==> config.mk <==
export PLATFORM = sky130hd
export DESIGN_NAME = tpm_wb_regs
export DESIGN_NICKNAME = d
export VERILOG_FILES = /design/src/rtl/tpm_wb_regs.sv
export SDC_FILE = /design/constraint.sdc
export NUM_CORES = 1
export LEC_CHECK = 0
export BUFFER_PORTS_ARGS = -buffer_cell sky130_fd_sc_hd__buf_2
export CAP_MARGIN = 5
export CELL_PAD_IN_SITES_DETAIL_PLACEMENT = 1
export CELL_PAD_IN_SITES_GLOBAL_PLACEMENT = 2
export CORE_MARGIN = 2
export CORE_UTILIZATION = 26
export DETAILED_ROUTE_END_ITERATION = 8
export PLACE_DENSITY = 0.81
export SYNTH_ARGS = -nofsm -noshare
export SYNTH_HDL_FRONTEND = slang
export SYNTH_SLANG_ARGS = --single-unit
==> constraint.sdc <==
create_clock -name clk_i -period 3.8 [get_ports clk_i]
set_clock_uncertainty 0.2 [all_clocks]
set_input_delay 0.76 -clock clk_i [delete_from_list [all_inputs] [get_ports clk_i]]
set_output_delay 0.76 -clock clk_i [all_outputs]
set_load 0.01 [all_outputs]
==> src/rtl/tpm_wb_regs.sv <==
// TPM <-> SoC command registers on the CPU Wishbone bus; optional TPM_REGS_ERR_EN turns bad accesses into wb_err_o.
// Latency: ack/err one cycle after a hit, exec_i -> EVENT in 3 cycles, -> irq_o in 4.
// Backpressure: none; a hit is always answered next cycle, back-to-back accesses every 2nd cycle.
module tpm_wb_regs #(
    parameter logic [31:0] BASE_ADDRESS         = 32'hF0000000,
    parameter int          ADDR_WIDTH           = 11,
    parameter int          BUF_WIDTH            = 11,
    parameter int          COMPLETE_PULSE_WIDTH = 20,
    parameter logic [31:0] DEFAULT_READ_VALUE   = 32'hBADFABAC
) (
    input  logic                 clk_i,
    input  logic                 rst_i,
    input  logic [31:0]          wb_adr_i,
    input  logic [31:0]          wb_dat_i,
    output logic [31:0]          wb_dat_o,
    input  logic                 wb_we_i,
    input  logic [3:0]           wb_sel_i,
    input  logic                 wb_stb_i,
    input  logic                 wb_cyc_i,
    output logic                 wb_ack_o,
    output logic                 wb_err_o,
    input  logic                 exec_i,
    input  logic                 abort_i,
    input  logic [3:0]           op_type_i,
    input  logic [3:0]           locality_i,
    input  logic [BUF_WIDTH-1:0] buf_len_i,
    output logic                 complete_o,
    output logic                 irq_o
);

    localparam int OW = ADDR_WIDTH - 2;
    localparam logic [OW-1:0] OFF_STATUS   = OW'(0);
    localparam logic [OW-1:0] OFF_OP_TYPE  = OW'(1);
    localparam logic [OW-1:0] OFF_LOCALITY = OW'(2);
    localparam logic [OW-1:0] OFF_BUF_SIZE = OW'(3);
    localparam logic [OW-1:0] OFF_EVENT    = OW'(4);
    localparam logic [OW-1:0] OFF_IRQ_EN   = OW'(5);
    localparam logic [OW-1:0] OFF_COMPLETE = OW'(16);

    logic                 exec_meta, exec_s, exec_d;
    logic                 abort_meta, abort_s, abort_d;
    logic [3:0]           op_type_q, locality_q;
    logic [BUF_WIDTH-1:0] buf_len_q;
    logic [1:0]           event_q, irq_en_q;
    logic [7:0]           cnt_q;

    logic                 hit, take, wr, bad;
    logic                 mapped, ro;
    logic [OW-1:0]        offset;
    logic [31:0]          rd_dat;
    logic                 exec_rise, abort_rise;
    logic [1:0]           event_clr, event_nxt;
    logic [7:0]           cnt_nxt;

    assign hit    = wb_cyc_i & wb_stb_i & (wb_adr_i[31:ADDR_WIDTH] == BASE_ADDRESS[31:ADDR_WIDTH]);
    assign take   = hit & ~wb_ack_o & ~wb_err_o;
    assign offset = wb_adr_i[ADDR_WIDTH-1:2];
    // All writable bits live in byte 0, so only sel[0] qualifies a write.
    assign wr     = take & wb_we_i & wb_sel_i[0] & ~bad;

    assign exec_rise  = exec_s & ~exec_d;
    assign abort_rise = abort_s & ~abort_d;

    always_comb begin
        rd_dat = DEFAULT_READ_VALUE;
        mapped = 1'b1;
        ro     = 1'b0;
        case (offset)
            OFF_STATUS:   begin rd_dat = {29'b0, complete_o, abort_s, exec_s}; ro = 1'b1; end
            OFF_OP_TYPE:  begin rd_dat = {28'b0, op_type_q};                   ro = 1'b1; end
            OFF_LOCALITY: begin rd_dat = {28'b0, locality_q};                  ro = 1'b1; end
            OFF_BUF_SIZE: begin rd_dat = {{(32-BUF_WIDTH){1'b0}}, buf_len_q};  ro = 1'b1; end
            OFF_EVENT:    rd_dat = {30'b0, event_q};
            OFF_IRQ_EN:   rd_dat = {30'b0, irq_en_q};
            OFF_COMPLETE: rd_dat = {31'b0, complete_o};
            default:      mapped = 1'b0;
        endcase
    end

`ifdef TPM_REGS_ERR_EN
    assign bad = ~mapped | (ro & wb_we_i);
`else
    assign bad = 1'b0;
`endif

    // A new edge-detected set beats a simultaneous W1C clear of the same bit.
    always_comb begin
        event_clr = 2'b00;
        if (wr && offset == OFF_EVENT)
            event_clr = wb_dat_i[1:0];
        event_nxt = (event_q & ~event_clr) | {abort_rise, exec_rise};
    end

    // Writes while a pulse is running are ignored rather than retriggering it.
    always_comb begin
        cnt_nxt = 8'd0;
        if (cnt_q != 8'd0)
            cnt_nxt = cnt_q - 8'd1;
        else if (wr && offset == OFF_COMPLETE)
            cnt_nxt = 8'(COMPLETE_PULSE_WIDTH);
    end

    always_ff @(posedge clk_i) begin
        if (rst_i) begin
            exec_meta  <= 1'b0;
            exec_s     <= 1'b0;
            exec_d     <= 1'b0;
            abort_meta <= 1'b0;
            abort_s    <= 1'b0;
            abort_d    <= 1'b0;
            op_type_q  <= '0;
            locality_q <= '0;
            buf_len_q  <= '0;
            event_q    <= '0;
            irq_en_q   <= '0;
            cnt_q      <= '0;
            complete_o <= 1'b0;
            irq_o      <= 1'b0;
            wb_ack_o   <= 1'b0;
            wb_err_o   <= 1'b0;
            wb_dat_o   <= '0;
        end else begin
            exec_meta  <= exec_i;
            exec_s     <= exec_meta;
            exec_d     <= exec_s;
            abort_meta <= abort_i;
            abort_s    <= abort_meta;
            abort_d    <= abort_s;
            if (exec_rise) begin
                op_type_q  <= op_type_i;
                locality_q <= locality_i;
                buf_len_q  <= buf_len_i;
            end
            event_q <= event_nxt;
            if (wr && offset == OFF_IRQ_EN)
                irq_en_q <= wb_dat_i[1:0];
            cnt_q      <= cnt_nxt;
            complete_o <= (cnt_nxt != 8'd0);
            irq_o      <= |(event_q & irq_en_q);
            wb_ack_o   <= take & ~bad;
            wb_err_o   <= take & bad;
            wb_dat_o   <= (take && !wb_we_i && !bad) ? rd_dat : 32'd0;
        end
    end

    logic unused_bits;
    assign unused_bits = ^{wb_adr_i[1:0], wb_dat_i[31:2], wb_sel_i[3:1], mapped};

endmodule
# After elaboration in Yosys (flattened, before gate mapping)
# Cells that the tools add are included.
# classes
eq_ne,7
muxes,4
n_reduce_logical,10
n_addsub,1
bitwise_logic,15
# op_table
op,count
case mux 32 bit (7 select lines),1
equality test 21 bit (second input constant),1
equality test 9 x 2 -> 1 bit (second input constant),2
equality test 9 x 3 -> 1 bit (second input constant),2
nonzero test 8 bit,2
equality test 9 x 1 -> 1 bit (second input constant),1
equality test 9 x 5 -> 1 bit (second input constant),1
zero test 9 bit,1
two-way mux 8 bit,1
subtractor 8 x 1 -> 8 bit (second input constant),1
bitwise AND 1 bit,7
two-way mux 5 bit,1
bitwise AND 2 bit,2
logical AND 1 bit,4
inverter 1 bit,4
OR reduction 2 bit,2
two-way mux 2 bit,1
inverter 2 bit,1
bitwise OR 2 bit,1
zero test 1 bit,1
# word_totals
output_inout_bits,36
word_cells,53
reg_bits,72
in_bits,94

# Logic depth before layout (Yosys ltp)
# Gate-level depths: netlist of run 1.
# depth
depth_word,10
mapped_depth,8
mapped_depth_nobuf,7

# Least setup slack after synthesis of run 1
# No wires, ideal clock.
# synth_timing
path_kind,input port to flip-flop
from,input port wb_adr_i[5]
to,register event_q[0]
required_time_ns,3.461
path_stages,5
setup_ns,0.139
path_slack_ns,1.508
t_arrival_ns,1.953
cell_sequence,or4_4 nor3_4 nand2_1 nor4b_2 a311oi_1
# synth_between
elab_chain_cells,6
# synth_lines
element,line_no,text
from (decl),13,"input logic [31:0] wb_adr_i,"
equality test 9 x 3 -> 1 bit,89,if (wr && offset == OFF_EVENT)
logical AND 1 bit,89,
two-way mux 2 bit,89,
inverter 2 bit,91,"event_nxt = (event_q & ~event_clr) | {abort_rise, exec_rise};"
bitwise AND 2 bit,91,
bitwise OR 2 bit,91,
to (signal assigned),134,event_q <= event_nxt;
to (decl),44,"logic [1:0] event_q, irq_en_q;"
# Every way passes these cells.
# A chain may end at the register's enable or synchronous reset.

# Worst setup path in the final report of run 1
# layout_timing
from,input port wb_adr_i[21]
to,register event_q[1]
# layout_between
elab_chain_cells,10
# layout_lines
element,line_no,text
equality test 21 bit,55,assign hit = wb_cyc_i & wb_stb_i & (wb_adr_i[31:ADDR_WIDTH] == BASE_ADDRESS[31:ADDR_WIDTH]);
bitwise AND 1 bit,55,
bitwise AND 1 bit,56,assign take = hit & ~wb_ack_o & ~wb_err_o;
bitwise AND 1 bit (2 in series),59,assign wr = take & wb_we_i & wb_sel_i[0] & ~bad;
logical AND 1 bit,89,
two-way mux 2 bit,89,
inverter 2 bit,91,
bitwise AND 2 bit,91,
bitwise OR 2 bit,91,
# Every way passes these cells.

==> impl_metrics.py, run 1 <==
metrics = {
    "critical_path": {
        "cp_data_arrival_time_ns": 2.27,
        "critPathMaxFanout": 4,
        "cp.required_ns": 3.74,
        "cpMaxStageDelayCell": "nor3_1",
        "cp-startpoint": "wb_adr_i[21]",
        "path_cells": "buf_2 -> nor4_2 -> nand4_1 -> nor3_1 -> nor4b_2 -> a311oi_1",
        "slowest_delay_ns": 0.45,
        "regToRegStartpoint": "wb_ack_o$_SDFF_PP0_",
        "crit_type": "primary input to register",
        "cp-end-kind": "register",
        "start_kind": "primary input",
        "cp_top_family": "simple AND/OR/NAND/NOR gates",
        "path_buf_inv": 1,
    },
    "sta": {
        "final_max_slew_viol_count": 0,
        "period_minus_slack_ns": 2.32,
        "hold_viol": 0,
        "setup-tns-final_ns": 0,
        "clock.fmax_ghz": 0.431,
        "setup_violations": 0,
        "tightest_slew_ns": 0.779,
        "relSlewSlack_pct": 48.1,
        "rsz0062_at_grt": "false",
        "setup_ws_ns": 1.48,
        "holdWs_ns": 0.241,
        "period_share_pct": 61.1,
    },
    "floorplan": {
        "fp.dieW_um": 99.5,
        "die_area_um2": 9900,
        "initial_utilization_pct": 26.9,
        "io_pins": 130,
        "row_count": 34,
        "die_h_um": 99.5,
        "core_area_um2": 8810,
    },
    "clock_network": {
        "cts_setup_buffers": 0,
        "h-tree-depth": 2,
        "clk_pin_slew_worst_paths_ns": 0.08,
        "post_cts_resized": 0,
        "cts_buffer_depth": 2,
        "cts_sinks": 52,
        "tritoncts": "built",
        "root_buffer": "clkbuf_8",
        "clock_latency_ns": 0.30,
        "numCtsBuffers": 5,
        "postCtsHoldBufs": 0,
    },
    "synth": {
        "synthMuxAreaShare_pct": 5.43,
        "synth_top_cell_area_share_pct": 43.9,
        "yosysUniqueCellTypes": 47,
        "synth_edf_count": 0,
        "synthTopCellsByArea": "dfxtp_1 44%, nand2_1 7.8%, buf_4 6.6%",
        "synth.avg_cell_area_um2": 8.88,
        "synth_xor_area_share_pct": 1.11,
        "synth_ff_type": "dfxtp_1",
        "netlist_area_um2": 2370,
        "syn_inst": 267,
        "synthArstFlopShare_pct": 0,
        "synth_top_family_by_area": "simple AND/OR/NAND/NOR gates",
        "ys_top_cells_by_count": "52 x dfxtp_1, 49 x nand2_1, 27 x a21oi_1",
        "synth_most_common_cell": "dfxtp_1",
        "synth-seq-area-share_pct": 43.9,
        "synth-seq-cells": 52,
        "yosys.area_share.simple_pct": 26.8,
        "synth-adder-area-share_pct": 0.527,
        "yosys.area.top_type": "dfxtp_1",
        "synth_warnings": 0,
        "synth_compound_area_share_pct": 11.8,
    },
    "pwr": {
        "power_per_cell_area_nw_per_um2": 449,
        "leakagePower_nw": 1.22,
        "peakVddDrop_mv": 0.159,
    },
    "routing": {
        "drc": 0,
        "wl_per_cell_um": 13.4,
        "drtAntennaViolNets": 0,
        "firstDrtPassIters": 4,
        "routed_wl_mm": 5.87,
        "viasPerCell": 4.66,
        "vias": 2046,
        "drtIter0Drc": 66,
    },
    "layout": {
        "layout-drive-gt1-share_pct": 33.2,
        "diodes": 0,
        "fin_nets": 426,
        "fin_util_pct": 32.0,
        "areaGrowthSynthToFinish_pct": 18.7,
        "instances_no_fill": 439,
    },
    "worst_hold_path": {
        "hp-start": "abort_meta$_SDFF_PP0_",
        "hp-class": "register to register",
    },
    "flow_run": {
        "drv_cap": 0,
    },
    "global_route": {
        "grt_pass1_vias": 2015,
        "antenna_found_initial": 0,
        "gr-total-overflow": 0,
        "gr-usage-all-layers_pct": 12.1,
        "grt_pass1_wl_mm": 9.62,
        "grt_max_degree": 44,
    },
    "placed_design": {
        "dp_hpwl_mm": 4.54,
        "gp_congestion": 0.740,
        "dp.cells": 432,
        "place_ws_ns": 1.16,
        "io_buffers": 87,
    },
    "outcome": {
        "outcome": "finished, final reports clean",
    },
}
report_power, final:
group	switching, W	internal (W)
Sequential	0.0000468	0.000589
Clock	0.000180	0.000125
Combinational	0.000179	0.000144
final cells by class:
class                   instances  area (µm²)
clock inverters                 2        12.5
clock buffers                   5        68.8
flip-flops and latches         52        1040
fillers                      1077        5990
multi-input cells             182        1110
repair buffers                 88         443
well taps                     108         135
inverters                       2        7.51
through the flow:
stage                     area, µm²  power [W]
after floorplan                2390   0.000875
after global placement         2740   0.000962
after detailed placement       2740   0.000975
after CTS                      2820    0.00128
after global routing           2820    0.00135
final                          2820    0.00126
per-layer routing:
layer	track usage [%]	vias to the layer above	wire length (µm)
li1	-	1021	-
met5	0	-	0
met4	3.79	0	48
met1	15.7	942	2720
met2	20.2	79	2750
met3	2.46	4	361
worst paths after layout:
| check | endpoint | slack [ns] | depth (start not counted) |
|---|---|---|---|
| worst min register to register | abort_s$_SDFF_PP0_ | 0.24 | 1 |
| worst max register to register | event_q[1]$_SDFF_PP0_ | 1.73 | 5 |
| worst max-delay path | event_q[1]$_SDFF_PP0_ | 1.48 | 6 |
| worst min-delay path | abort_s$_SDFF_PP0_ | 0.24 | 1 |
cell families (layout without fill, tap and decap cells):
family,Yosys count,after routing
XOR/XNOR,3,3
AND/OR/NAND/NOR,115,115
flip-flops,52,52
other,1,7
multiplexers,10,10
adder cells (fa/ha/maj),1,1
AO/OA/AOI/OAI,46,46
buffers and inverters,39,97
flip-flops by register name (all words and copies together) (netlist names), 2 cells and up:
signal,flops
buf_len_q,11
cnt_q,8
event_q,2
irq_en_q,2
locality_q,4
op_type_q,4
wb_dat_o,12
placed cells by master (no fill, tap or decap), types with 3 or more instances in the layout:
| cell type | n |
|---|---|
| conb_1 | 7 |
| a22oi_1 | 4 |
| dfxtp_1 | 52 |
| nor2b_1 | 10 |
| and4bb_2 | 3 |
| nor3_1 | 9 |
| nor4_1 | 3 |
| clkbuf_8 | 5 |
| nand3_1 | 3 |
| o21a_1 | 3 |
| mux2i_1 | 5 |
| nor2_1 | 11 |
| buf_2 | 87 |
| nand2_1 | 49 |
| and3_1 | 6 |
| nand2b_1 | 6 |
| mux2_2 | 3 |
| a21oi_1 | 27 |
No activity file was read; power rests on OpenSTA's default activity.
==> run 2: changes to the inputs <==
--- a/config.mk
+++ b/config.mk
@@ -5,14 +5,15 @@
 export SDC_FILE = /design/constraint.sdc
 export NUM_CORES = 1
 export LEC_CHECK = 0
+export ABC_AREA = 1
 export BUFFER_PORTS_ARGS = -buffer_cell sky130_fd_sc_hd__buf_2
 export CAP_MARGIN = 5
 export CELL_PAD_IN_SITES_DETAIL_PLACEMENT = 1
 export CELL_PAD_IN_SITES_GLOBAL_PLACEMENT = 2
 export CORE_MARGIN = 2
-export CORE_UTILIZATION = 26
+export CORE_UTILIZATION = 23
 export DETAILED_ROUTE_END_ITERATION = 8
-export PLACE_DENSITY = 0.81
+export PLACE_DENSITY = 0.76
 export SYNTH_ARGS = -nofsm -noshare
 export SYNTH_HDL_FRONTEND = slang
 export SYNTH_SLANG_ARGS = --single-unit
==> constraint.sdc (replaced) <==
create_clock -name clk_i -period 2.25 [get_ports clk_i]
set_clock_uncertainty 0.2 [all_clocks]
set_input_delay 0.45 -clock clk_i [delete_from_list [all_inputs] [get_ports clk_i]]
set_output_delay 0.45 -clock clk_i [all_outputs]
set_load 0.01 [all_outputs]
==> impl_metrics.py, run 2 <==
metrics = {
    "outcome": {
        "outcome": "finished, final reports clean",
    },
    "layout": {
        "regMostFlops": "wb_dat_o",
        "fin_nets": 565,
        "final_cell_mix": "105 x nor2_1, 87 x buf_2, 73 x nand2_1",
        "areaGrowthSynthToFinish_pct": 23.8,
        "reg_top3": "wb_dat_o: 12 flops, buf_len_q: 11 flops, cnt_q: 8 flops",
        "layout-drive-gt1-share_pct": 26.1,
        "largest_reg_flops": 12,
        "diodes": 0,
        "mostFrequentLayoutCell": "nor2_1",
        "instances_no_fill": 614,
    },
    "synth": {
        "netlist_area_um2": 2640,
        "synth_ff_type": "dfxtp_1",
        "yosys.area.top_type": "dfxtp_1",
        "yosysUniqueCellTypes": 29,
        "synthMuxAreaShare_pct": 0,
        "synth_compound_area_share_pct": 5.51,
        "synth-adder-area-share_pct": 0.475,
        "ys_top_cells_by_count": "105 x nor2_1, 73 x nand2_1, 52 x dfxtp_1",
        "synth_edf_count": 0,
        "synth_most_common_cell": "nor2_1",
        "synth_xor_area_share_pct": 0,
        "synth.avg_cell_area_um2": 6.69,
        "synth_top_family_by_area": "simple AND/OR/NAND/NOR gates",
        "yosys.area_share.simple_pct": 40.3,
        "synth-seq-cells": 52,
        "synthArstFlopShare_pct": 0,
        "synthTopCellsByArea": "dfxtp_1 39%, nor2_1 15%, nand2_1 10%",
        "synth-seq-area-share_pct": 39.5,
        "synth_warnings": 0,
        "synth_top_cell_area_share_pct": 39.5,
        "syn_inst": 394,
    },
    "critical_path": {
        "crit_type": "register to register",
        "start_kind": "register",
        "cp_data_arrival_time_ns": 1.93,
        "cp.required_ns": 2.23,
        "critPathMaxFanout": 7,
        "cp-end-kind": "register",
    },
    "clock_network": {
        "cts_buffer_depth": 2,
        "clk_pin_slew_worst_paths_ns": 0.07,
        "postCtsHoldBufs": 0,
        "cts_setup_buffers": 0,
        "h-tree-depth": 2,
        "numCtsBuffers": 5,
        "root_buffer": "clkbuf_16",
        "clock_latency_ns": 0.28,
        "cts_sinks": 52,
        "post_cts_resized": 0,
        "tritoncts": "built",
    },
    "routing": {
        "vias": 2549,
        "drtIter0Drc": 67,
        "routed_wl_mm": 7.24,
        "drtAntennaViolNets": 0,
        "wl_per_cell_um": 11.8,
        "drc": 0,
        "firstDrtPassIters": 4,
        "viasPerCell": 4.15,
    },
    "placed_design": {
        "gp_congestion": 0.793,
        "dp_hpwl_mm": 5.86,
        "io_buffers": 87,
        "dp.cells": 606,
        "place_ws_ns": 0.294,
    },
    "global_route": {
        "gr-usage-all-layers_pct": 11.8,
        "grt_pass1_wl_mm": 12.0,
        "antenna_found_initial": 0,
        "gr-total-overflow": 0,
        "grt_max_degree": 26,
        "grt_pass1_vias": 2506,
    },
    "floorplan": {
        "die_area_um2": 12300,
        "fp.dieW_um": 111,
        "core_area_um2": 11300,
        "die_h_um": 111,
        "io_pins": 130,
        "row_count": 39,
        "initial_utilization_pct": 23.3,
    },
    "sta": {
        "rsz0062_at_grt": "false",
        "period_minus_slack_ns": 1.95,
        "clock.fmax_ghz": 0.512,
        "hold_viol": 0,
        "setup_ws_ns": 0.296,
        "setup_violations": 0,
        "final_max_slew_viol_count": 0,
        "tightest_slew_ns": 0.646,
        "setup-tns-final_ns": 0,
        "relSlewSlack_pct": 56.9,
        "period_share_pct": 86.8,
    },
    "worst_hold_path": {
        "hp-class": "primary input to register",
    },
    "pwr": {
        "p_int_w": 0.00170,
        "p_comb_share_pct": 29.2,
        "seq_power_share_pct": 41.8,
        "peakVddDrop_mv": 0.363,
        "leakagePower_nw": 1.69,
        "power_per_cell_area_nw_per_um2": 797,
        "clockPowerShare_pct": 29.0,
        "switching_share_pct": 34.5,
        "power.switching_w": 0.000897,
    },
    "flow_run": {
        "drv_cap": 0,
    },
}
==> run 2: stage by stage <==
| step | cell area [µm²] | total power (W) | hold slack, ns | util [%] |
|---|---|---|---|---|
| after floorplan | 2660 | 0.00165 | 0.188 | - |
| after global placement | 3120 | 0.00185 | 0.195 | 27.6 |
| after detailed placement | 3120 | 0.00187 | 0.196 | 27.6 |
| after CTS | 3260 | 0.00264 | 0.164 | 28.8 |
| after global routing | 3260 | 0.00281 | 0.182 | 28.8 |
| final | 3260 | 0.00260 | 0.168 | 28.8 |
==> run 2: final cells by class <==
cell class / count / area, µm²
clock buffer: 6 / 129
clock inverter: 2 / 13.8
fill: 1464 / 8060
inverter: 48 / 180
multi-input combinational: 271 / 1250
sequential: 52 / 1040
tap: 143 / 179
timing repair buffer: 92 / 473
==> run 2: worst max-delay path, cell delays in order (launching register included) <==
cell and delay (ns):
dfxtp_1 0.31, inv_1 0.15, ha_1 0.27, nand2_1 0.09, inv_1 0.06, nand2_1 0.17, nand2_1 0.16, nand2_1 0.07
nor2_1 0.11, nand3_1 0.11, nor2_1 0.10, nor2_1 0.04
==> run 2: path summary, 6_finish.rpt <==
path                                             from                    end  slack (ns)  cells after the start
worst max-delay path              cnt_q[0]$_SDFF_PP0_  complete_o$_SDFF_PP0_        0.30                     11
worst min-delay path                           exec_i   exec_meta$_SDFF_PP0_        0.17                      3
worst max register to register    cnt_q[0]$_SDFF_PP0_  complete_o$_SDFF_PP0_        0.30                     11
worst min register to register  abort_meta$_SDFF_PP0_     abort_s$_SDFF_PP0_        0.20                      2
==> run 2: kinds of logic after synthesis <==
group           after synthesis
flops                        52
simple gates                235
fa+ha+maj                     1
compound gates               28
other cells                   1
buf+inv                      77
==> run 2: power groups by stage <==
stage	clock, W	sequential (W)	combinational (W)
6_report	0.000755	0.00109	0.000759
2_1_floorplan	0	0.00108	0.000567
5_1_grt	0.000821	0.00110	0.000889
4_1_cts	0.000783	0.00109	0.000773
3_3_place_gp	0	0.00110	0.000746
3_5_place_dp	0	0.00111	0.000768
==> run 2: per-layer routing <==
| layer | wire length, µm | up-vias | share of wire [%] | global-route usage (%) |
|---|---|---|---|---|
| met2 | 3270 | 55 | 45 | 18.9 |
| met3 | 292 | 5 | 4.0 | 2.13 |
| met5 | 0 | - | 0 | 0 |
| met1 | 3600 | 1150 | 50 | 16.5 |
| li1 | - | 1339 | - | - |
| met4 | 74 | 0 | 1.0 | 3.46 |
==> run 3: changes to the inputs <==
--- a/config.mk
+++ b/config.mk
@@ -10,7 +10,7 @@
 export CAP_MARGIN = 5
 export CELL_PAD_IN_SITES_DETAIL_PLACEMENT = 1
 export CELL_PAD_IN_SITES_GLOBAL_PLACEMENT = 2
-export CORE_MARGIN = 2
+export CORE_MARGIN = 4
 export CORE_UTILIZATION = 23
 export DETAILED_ROUTE_END_ITERATION = 8
 export PLACE_DENSITY = 0.76
==> impl_metrics.py, run 3 (synthesis gave the netlist of run 2 again) <==
metrics = {
    "worst_hold_path": {
        "hp-class": "primary input to register",
    },
    "sta": {
        "setup_ws_ns": 0.284,
        "clock.fmax_ghz": 0.509,
        "period_share_pct": 87.4,
        "hold_viol": 0,
        "tightest_slew_ns": 0.653,
        "period_minus_slack_ns": 1.97,
        "rsz0062_at_grt": "false",
        "final_max_slew_viol_count": 0,
        "relSlewSlack_pct": 56.4,
        "setup_violations": 0,
        "setup-tns-final_ns": 0,
    },
    "critical_path": {
        "cp_data_arrival_time_ns": 1.95,
        "cp_top_family": "simple AND/OR/NAND/NOR gates",
        "crit_type": "register to register",
        "start_kind": "register",
        "cpMaxStageDelayCell": "dfxtp_1",
        "critPathMaxFanout": 7,
        "cp.required_ns": 2.23,
        "path_cells": "inv_1 -> ha_1 -> nand2_1 -> inv_1 -> nand2_1 -> nand2_1 -> nand2_1 -> nor2_1 -> nand3_1 -> nor2_1 -> nor2_1",
        "path_buf_inv": 2,
        "slowest_delay_ns": 0.31,
        "r2r_slack_ns": 0.28,
        "crit_top_cell": "nand2_1",
        "cp-end-kind": "register",
    },
    "pwr": {
        "leakagePower_nw": 1.70,
        "peakVddDrop_mv": 0.296,
        "power_per_cell_area_nw_per_um2": 833,
        "fin_total_pwr_w": 0.00274,
    },
    "layout": {
        "diodes": 0,
        "reg_top3": "wb_dat_o: 12 flops, buf_len_q: 11 flops, cnt_q: 8 flops",
        "areaGrowthSynthToFinish_pct": 24.7,
        "largest_reg_flops": 12,
        "nFillCells": 1414,
        "final_cell_mix": "105 x nor2_1, 87 x buf_2, 73 x nand2_1",
        "design_area_um2": 3290,
        "multiInputGateArea_um2": 1250,
        "regMostFlops": "wb_dat_o",
        "seq_area_um2": 1040,
        "layout-drive-gt1-share_pct": 26.2,
        "mostFrequentLayoutCell": "nor2_1",
        "fin_nets": 564,
    },
    "clock_network": {
        "clock_latency_ns": 0.29,
        "cts_buffer_depth": 2,
        "cts_setup_buffers": 0,
        "h-tree-depth": 2,
        "postCtsHoldBufs": 0,
        "tritoncts": "built",
        "numCtsBuffers": 5,
        "cts_sinks": 52,
        "clk_pin_slew_worst_paths_ns": 0.07,
        "root_buffer": "clkbuf_16",
        "post_cts_resized": 0,
    },
    "global_route": {
        "grt_pass1_vias": 2591,
        "grt_max_degree": 21,
        "antenna_found_initial": 0,
        "gr-usage-all-layers_pct": 11.6,
        "grt_pass1_wl_mm": 12.3,
        "gr-total-overflow": 0,
    },
    "floorplan": {
        "core_area_um2": 11000,
        "row_count": 38,
        "initial_utilization_pct": 23.9,
        "die_h_um": 115,
        "die_area_um2": 13200,
        "fp.dieW_um": 115,
        "io_pins": 130,
    },
    "outcome": {
        "outcome": "finished, final reports clean",
    },
    "placed_design": {
        "dp_hpwl_mm": 6.22,
        "gp_congestion": 0.801,
        "placed_area_um2": 3110,
        "place_ws_ns": 0.255,
        "io_buffers": 87,
    },
    "flow_run": {
        "drv_cap": 0,
    },
    "routing": {
        "viasPerCell": 4.21,
        "dr_wl_met3_um": 397,
        "top_layer": "met4",
        "wl_met2_mm": 3.48,
        "drtAntennaViolNets": 0,
        "wl_per_cell_um": 12.4,
        "vias": 2568,
        "routed_wl_mm": 7.57,
        "wl_met1_mm": 3.61,
        "drtIter0Drc": 104,
        "firstDrtPassIters": 4,
        "drc": 0,
    },
}
## run 3: path summary, 6_finish.rpt
check / startpoint / endpoint / depth (start not counted)
worst max-delay path: cnt_q[0]$_SDFF_PP0_ / complete_o$_SDFF_PP0_ / 11
worst min register to register: abort_meta$_SDFF_PP0_ / abort_s$_SDFF_PP0_ / 2
worst max register to register: cnt_q[0]$_SDFF_PP0_ / complete_o$_SDFF_PP0_ / 11
worst min-delay path: exec_i / exec_meta$_SDFF_PP0_ / 3
## run 3: per-layer routing
metal | vias up | GRT usage (%)
met4 | 0 | 2.82
met3 | 5 | 2.42
met1 | 1171 | 15.2
met2 | 55 | 19.5
li1 | 1337 | -
met5 | - | 0
## run 3: metrics by stage
stage          std cells  util (%)  hold WS (ns)
2_1_floorplan        400         -         0.188
3_3_place_gp         602      28.2         0.192
3_5_place_dp         602      28.2         0.198
4_1_cts              610      29.8         0.166
5_1_grt              610      29.8         0.182
6_report             610      29.8         0.169
## run 3: area by class of cell
class                           instances  area share, %
Inverter                               48           5.48
Multi-Input combinational cell        271           38.0
Timing Repair Buffer                   91           14.2
Tap cell                              140           5.33
Clock inverter                          2           1.18
Clock buffer                            6           4.23
Sequential cell                        52           31.7
## run 3: tightest hold or removal path, delay by kind of cell
kind | cells | cell delay (ns)
buffers and inverters | 2 | 0.10
and+or+nand+nor | 1 | 0.06
## run 3: power by group
part	total, W	internal, W	switching [W]
Combinational	0.000760	0.000270	0.000490
Clock	0.000892	0.000557	0.000335
Sequential	0.00109	0.00102	0.0000702
Total	0.00274	0.00184	0.000895
